==> config.mk <==
export PLATFORM = sky130hd
export DESIGN_NAME = mux_arbiter
export DESIGN_NICKNAME = d
export VERILOG_FILES = /design/src/rtl/mux_arb_pkg.sv /design/src/rtl/mux_arbiter_mux_w.sv /design/src/rtl/mux_arbiter.sv
export SDC_FILE = /design/constraint.sdc
export NUM_CORES = 1
export LEC_CHECK = 0
export BUFFER_PORTS_ARGS = -buffer_cell sky130_fd_sc_hd__buf_2
export CAP_MARGIN = 10
export CORE_MARGIN = 4
export CORE_UTILIZATION = 55
export CTS_CLUSTER_SIZE = 28
export DETAILED_ROUTE_END_ITERATION = 6
export PLACE_DENSITY = 0.76
export REMOVE_ABC_BUFFERS = 1
export SETUP_SLACK_MARGIN = 0.05
export SLEW_MARGIN = 20
export SYNTH_ARGS = -nofsm -noshare
export SYNTH_HDL_FRONTEND = slang
export SYNTH_HIERARCHICAL = 1
export SYNTH_SLANG_ARGS = --single-unit
export TNS_END_PERCENT = 30
==> constraint.sdc <==
create_clock -name clk -period 2.2 [get_ports clk]
set_input_delay 0.44 -clock clk [delete_from_list [all_inputs] [get_ports clk]]
set_output_delay 0.44 -clock clk [all_outputs]
set_load 0.02 [all_outputs]
==> src/rtl/mux_arb_pkg.sv <==
// Shared constants for the two-requester mux arbiter: state encoding and default sizing.
package mux_arb_pkg;

    localparam logic [1:0] ST_IDLE = 2'd0;
    localparam logic [1:0] ST_GNT0 = 2'd1;
    localparam logic [1:0] ST_GNT1 = 2'd2;

    localparam int unsigned HOLD_MAX_DEF = 4;
    localparam int unsigned CNT_W_DEF    = 8;

endpackage

==> src/rtl/mux_arbiter_mux_w.sv <==
// W-bit 2:1 combinational mux used for the arbiter's shared data path.
module mux_w #(
    parameter int unsigned W = 1
) (
    input  logic [W-1:0] I0,
    input  logic [W-1:0] I1,
    input  logic         S,
    output logic [W-1:0] Y
);

    assign Y = S ? I1 : I0;

endmodule

==> src/rtl/mux_arbiter.sv <==
// Two-requester arbiter with bounded hold time driving a shared W-bit 2:1 mux.
// Define MUX_ARB_FIXED_PRIO_EN for fixed priority (requester 0 wins) instead of round-robin.
module mux_arbiter
    import mux_arb_pkg::*;
#(
    parameter int unsigned W        = 1,
    parameter int unsigned HOLD_MAX = HOLD_MAX_DEF,
    parameter int unsigned CNT_W    = CNT_W_DEF
) (
    input  logic         clk,
    input  logic         reset,
    input  logic         R0,
    input  logic         R1,
    input  logic [W-1:0] D0,
    input  logic [W-1:0] D1,
    output logic         G0,
    output logic         G1,
    output logic         S,
    output logic [W-1:0] Y,
    output logic         Busy
);

    localparam logic [CNT_W-1:0] CNT_TOP = CNT_W'(HOLD_MAX - 1);

    logic [1:0]       state, state_nxt;
    logic [CNT_W-1:0] cnt, cnt_nxt;
    logic             s_nxt;
`ifndef MUX_ARB_FIXED_PRIO_EN
    logic             last, last_nxt;
`endif

    // Next-state decision plus the registered-output next values.
    always_comb begin
        state_nxt = state;
        cnt_nxt   = cnt;
        s_nxt     = S;
`ifndef MUX_ARB_FIXED_PRIO_EN
        last_nxt  = last;
`endif
        case (state)
            ST_IDLE: begin
                if (R0 && R1) begin
`ifdef MUX_ARB_FIXED_PRIO_EN
                    state_nxt = ST_GNT0;
`else
                    state_nxt = last ? ST_GNT0 : ST_GNT1;
`endif
                end else if (R0) begin
                    state_nxt = ST_GNT0;
                end else if (R1) begin
                    state_nxt = ST_GNT1;
                end
            end
            ST_GNT0: begin
                if (!R0) begin
                    state_nxt = R1 ? ST_GNT1 : ST_IDLE;
                end else if (R1 && (cnt == CNT_TOP)) begin
                    state_nxt = ST_GNT1;
                end else if (cnt != CNT_TOP) begin
                    cnt_nxt = cnt + CNT_W'(1);
                end
            end
            ST_GNT1: begin
                if (!R1) begin
                    state_nxt = R0 ? ST_GNT0 : ST_IDLE;
`ifdef MUX_ARB_FIXED_PRIO_EN
                end else if (R0) begin
`else
                end else if (R0 && (cnt == CNT_TOP)) begin
`endif
                    state_nxt = ST_GNT0;
                end else if (cnt != CNT_TOP) begin
                    cnt_nxt = cnt + CNT_W'(1);
                end
            end
            default: state_nxt = ST_IDLE;
        endcase

        // Entering a grant state restarts the hold count and repoints the mux.
        if (state_nxt != state) begin
            cnt_nxt = '0;
        end
        if (state_nxt == ST_GNT0) begin
            s_nxt = 1'b0;
        end else if (state_nxt == ST_GNT1) begin
            s_nxt = 1'b1;
        end
`ifndef MUX_ARB_FIXED_PRIO_EN
        if (state_nxt == ST_GNT0) begin
            last_nxt = 1'b0;
        end else if (state_nxt == ST_GNT1) begin
            last_nxt = 1'b1;
        end
`endif
    end

    always_ff @(posedge clk) begin
        if (reset) begin
            state <= ST_IDLE;
            cnt   <= '0;
            S     <= 1'b0;
            G0    <= 1'b0;
            G1    <= 1'b0;
            Busy  <= 1'b0;
`ifndef MUX_ARB_FIXED_PRIO_EN
            last  <= 1'b1;
`endif
        end else begin
            state <= state_nxt;
            cnt   <= cnt_nxt;
            S     <= s_nxt;
            G0    <= (state_nxt == ST_GNT0);
            G1    <= (state_nxt == ST_GNT1);
            Busy  <= (state_nxt == ST_GNT0) || (state_nxt == ST_GNT1);
`ifndef MUX_ARB_FIXED_PRIO_EN
            last  <= last_nxt;
`endif
        end
    end

    mux_w #(.W(W)) u_mux (
        .I0 (D0),
        .I1 (D1),
        .S  (S),
        .Y  (Y)
    );

endmodule

==> results.md <==
CTS:
- The number of clock sinks is 15.
- The clock reaches the later pin of the worst-skew pair after 290 ps.
- The number of buffers added to fix hold violations after cts is 0.
- The buffer cell driving the clock tree root is sky130_fd_sc_hd__clkbuf_4.
- The deepest clock path buffer count is 2.
- In this run the number of H-tree levels came out at 1.
- The total CTS buffers is 3.
- After clock tree synthesis, the clock-pin slew on the worst setup and hold paths is 90 ps.
- TritonCTS built the clock tree.

Cells and area:
- The synthesis-to-layout area growth is 11.1%.
- The post-route standard cell area excluding fillers is 0.00100 sq mm.
- The multi-input combinational cells in the finished layout cover a total of 541 sq um.
- The library cell used most frequently in the layout, excluding fill and tap cells, is sky130_fd_sc_hd__dfxtp_1.
- In the layout the commonest cells are 15 x sky130_fd_sc_hd__dfxtp_1, 10 x sky130_fd_sc_hd__buf_2, 9 x sky130_fd_sc_hd__nor3_1.
- Summing all flip-flop and latch instances after layout gives 300 sq um.
- The number of nets in the final layout is 119.
- The layout filler cell count is 131.
- The number of antenna diodes in the final layout is 0.
- Cells with a size suffix above 1 make up 25.7% of the layout.

Timing:
- The count of final max-slew check failures came to 0.
- The total setup violations reported at the end of the flow is 0.
- The clock arrives with 5.95 ps of skew.
- The maximum operating frequency is 0.500 GHz.
- At the pin with the least slew margin, the transition time is 610 ps.
- Setup repair after global routing left no endpoint under its margin.
- The final hold violation count is 0.
- Setup slack on the critical path of the routed design comes to 200 ps.
- In this run the tightest slew margin relative to its limit is 58.3%.
- The final clock period utilization by the worst path is 90.9%.
- Counting I/O delays and the setup requirement, the final critical path takes 2000 ps.
- The setup TNS is 0 ps.

Floorplanning:
- In this run the count of I/O pins placed on the die edge is 11.
- From left edge to right edge, the die measures 48.5 um.
- After floorplanning, the core was divided into 14 placement rows.
- The die extent in y is 48.5 um.
- The initial utilization of the core area, before any placement, comes to 59.1%.
- The region available for standard cell placement spans 0.00152 sq mm.
- The die area is 0.00235 sq mm.

Power:
- IR analysis of the VDD net gives a maximum drop of 0.492 mV.
- The analysis attributes to cell leakage a power of 0.397 nW.
- Summing internal, switching and leakage power gives 0.587 mW.
- The power density normalized to cell area is 587 mW/mm^2.

Routing:
- The routed length per placed instance is 15.0 um.
- In the routed design, unresolved DRC markers number 0.
- The number of detailed-route iterations in the first pass is 4.
- The total wirelength of the detailed-routed design is 1.87 mm.
- The number of vias after detailed routing is 780.
- After detailed routing, the number of vias per cell comes to 6.24.
- The initial DRC count is 12.
- In this run the remaining antenna-violating nets after routing total 0.

Global routing:
- Global routing finished with a remaining overflow of 0.
- The number of global-route vias before repair is 671.
- The first global-routing pass estimated 3.10 mm of wire.
- The global-route usage over all layers is 16.3%.
- Entering global routing, the biggest net connects 11 pins.
- The number of antenna violations at the first check in global routing is 0.

Min path:
- The source of the worst hold timing path is R0.
- Along the worst hold path, the cell count comes to 2.
- The class of the worst hold path is input port to flop.
- The sink of the worst hold path is state[1].

Run status:
- The flow ran to the end, and the final reports show no timing, DRC or antenna violations.

Placement:
- Detailed placement ended at an HPWL of 1.43 mm.
- Input and output buffers added on the ports amount to 10.
- Routability-driven placement finished with a final weighted congestion of 0.850.
- The worst slack at placement is 78.5 ps.
- Summing all placed instances gives a cell area of 967 sq um.

Worst setup path:
- The worst register-to-register path ends at last.
- The critical path required time is 2380 ps.
- Along the worst path, the maximum fanout reaches 4.
- Counting cells, the worst reg-to-reg path comes to 8.
- The worst path arrival time is 2180 ps.
- For flop-to-flop paths, the worst setup slack is 200 ps.
- The kind of critical path is flop to flop.
- The startpoint identified for the worst register-to-register timing path is cnt[0].
- The element type at the critical path end is a flop.
- STA classifies the critical path startpoint as a flop.

Yosys:
- The share of flip-flops with an asynchronous set or reset is 0%.
- The post-synthesis instance area is 901 sq um.
- Summing the sequential cell areas from Yosys gives 33.3% of the chip area.
- Counting flops and latches in the post-synthesis netlist gives 15.
- The number of flops mapped to enable cells by yosys is 0.
- The top cell type's share of synthesized area is 33.3%.
- A synthesized cell averages 9.58 sq um.
- After synthesis, the cell types taking the most area are sky130_fd_sc_hd__dfxtp_1 33%, sky130_fd_sc_hd__xnor2_1 5.8%, sky130_fd_sc_hd__nor3_1 5.0%.
- The post-synthesis instance total is 94.
- Yosys printed 6 warnings.
- Among all flip-flop cells after synthesis, the most frequent one is sky130_fd_sc_hd__dfxtp_1.
- The post-synthesis cell type with the largest combined area is sky130_fd_sc_hd__dfxtp_1.
- Yosys mapped the design onto 35 distinct sky130hd cell types.

Job:
- Max-cap violations in this run came to 0.
## per-stage QoR
stage / instances / util [%] / hold WS, ps
after floorplan: 90 / - / 486
after global placement: 120 / 63.5 / 506
final: 125 / 65.7 / 475
after detailed placement: 120 / 63.5 / 529
after CTS: 124 / 65.2 / 459
after global routing: 125 / 65.7 / 476
## layout make-up
cell class	count	area share (%)
Sequential cell	15	30.0
Multi-Input combinational cell	68	54.0
Clock buffer	4	2.63
Timing Repair Buffer	15	8.75
Inverter	7	2.63
Tap cell	16	2.00
## Yosys cell counts, types with 3 or more instances
cell,n
sky130_fd_sc_hd__dfxtp_1,15
sky130_fd_sc_hd__a21oi_1,4
sky130_fd_sc_hd__a211oi_1,4
sky130_fd_sc_hd__inv_1,7
sky130_fd_sc_hd__nand3_1,3
sky130_fd_sc_hd__nand2_1,4
sky130_fd_sc_hd__xnor2_1,6
sky130_fd_sc_hd__ha_1,3
sky130_fd_sc_hd__o31ai_1,3
sky130_fd_sc_hd__nor2_1,4
sky130_fd_sc_hd__nor3_1,9
## metal layers
layer / global-route usage, % / vias to the layer above / share of wire (%)
met5: 0 / - / 0
met4: 8.97 / 0 / 2.7
met3: 4.91 / 7 / 6.5
met2: 22.8 / 26 / 45
met1: 22.1 / 364 / 46
li1: - / 383 / -
## report_power, final
group / switching (mW) / internal [mW] / total (mW)
registers: 0.0147 / 0.285 / 0.300
clock network: 0.0873 / 0.0706 / 0.158
logic: 0.0734 / 0.0563 / 0.130
total: 0.175 / 0.412 / 0.587
## what timing repair did
action,4_1_cts,5_1_grt
setup buffers,0,1
hold endpoints to repair,0,0
resized for setup,0,1
setup endpoints to repair,0,1
## critical path, cell delays in order, from the launching register on
cell,delay (ps)
sky130_fd_sc_hd__dfxtp_1,400
sky130_fd_sc_hd__ha_1,220
sky130_fd_sc_hd__nor4b_4,280
sky130_fd_sc_hd__a21oi_1,100
sky130_fd_sc_hd__a31o_2,240
sky130_fd_sc_hd__a21oi_1,160
sky130_fd_sc_hd__ha_1,270
sky130_fd_sc_hd__mux2i_1,150
sky130_fd_sc_hd__nand2b_1,60
## state kept, by name (all words and copies together), names as in the netlist
| register | count |
|---|---|
| cnt | 8 |
| state | 2 |
| Busy | 1 |
| G0 | 1 |
| G1 | 1 |
| S | 1 |
| last | 1 |
## how the worst max path moves through the flow
stage	startpoint	to	slack [ps]	depth (start not counted)
floorplan	cnt[0]	last	250	8
global placement	R0	last	130	7
detailed placement	R0	last	80	7
CTS	state[1]	last	170	6
global route	cnt[0]	last	70	8
finish	cnt[0]	last	200	8
## cells by family after synthesis
kind of cell / share of synthesized area, %
AND/OR/NAND/NOR: 24.6
AO/OA/AOI/OAI: 21.5
flip-flops: 33.3
buffers and inverters: 6.67
XOR/XNOR: 5.83
multiplexers: 3.89
adder cells (fa/ha/maj): 4.17
Note: power is estimated with default switching activity, not from simulation.
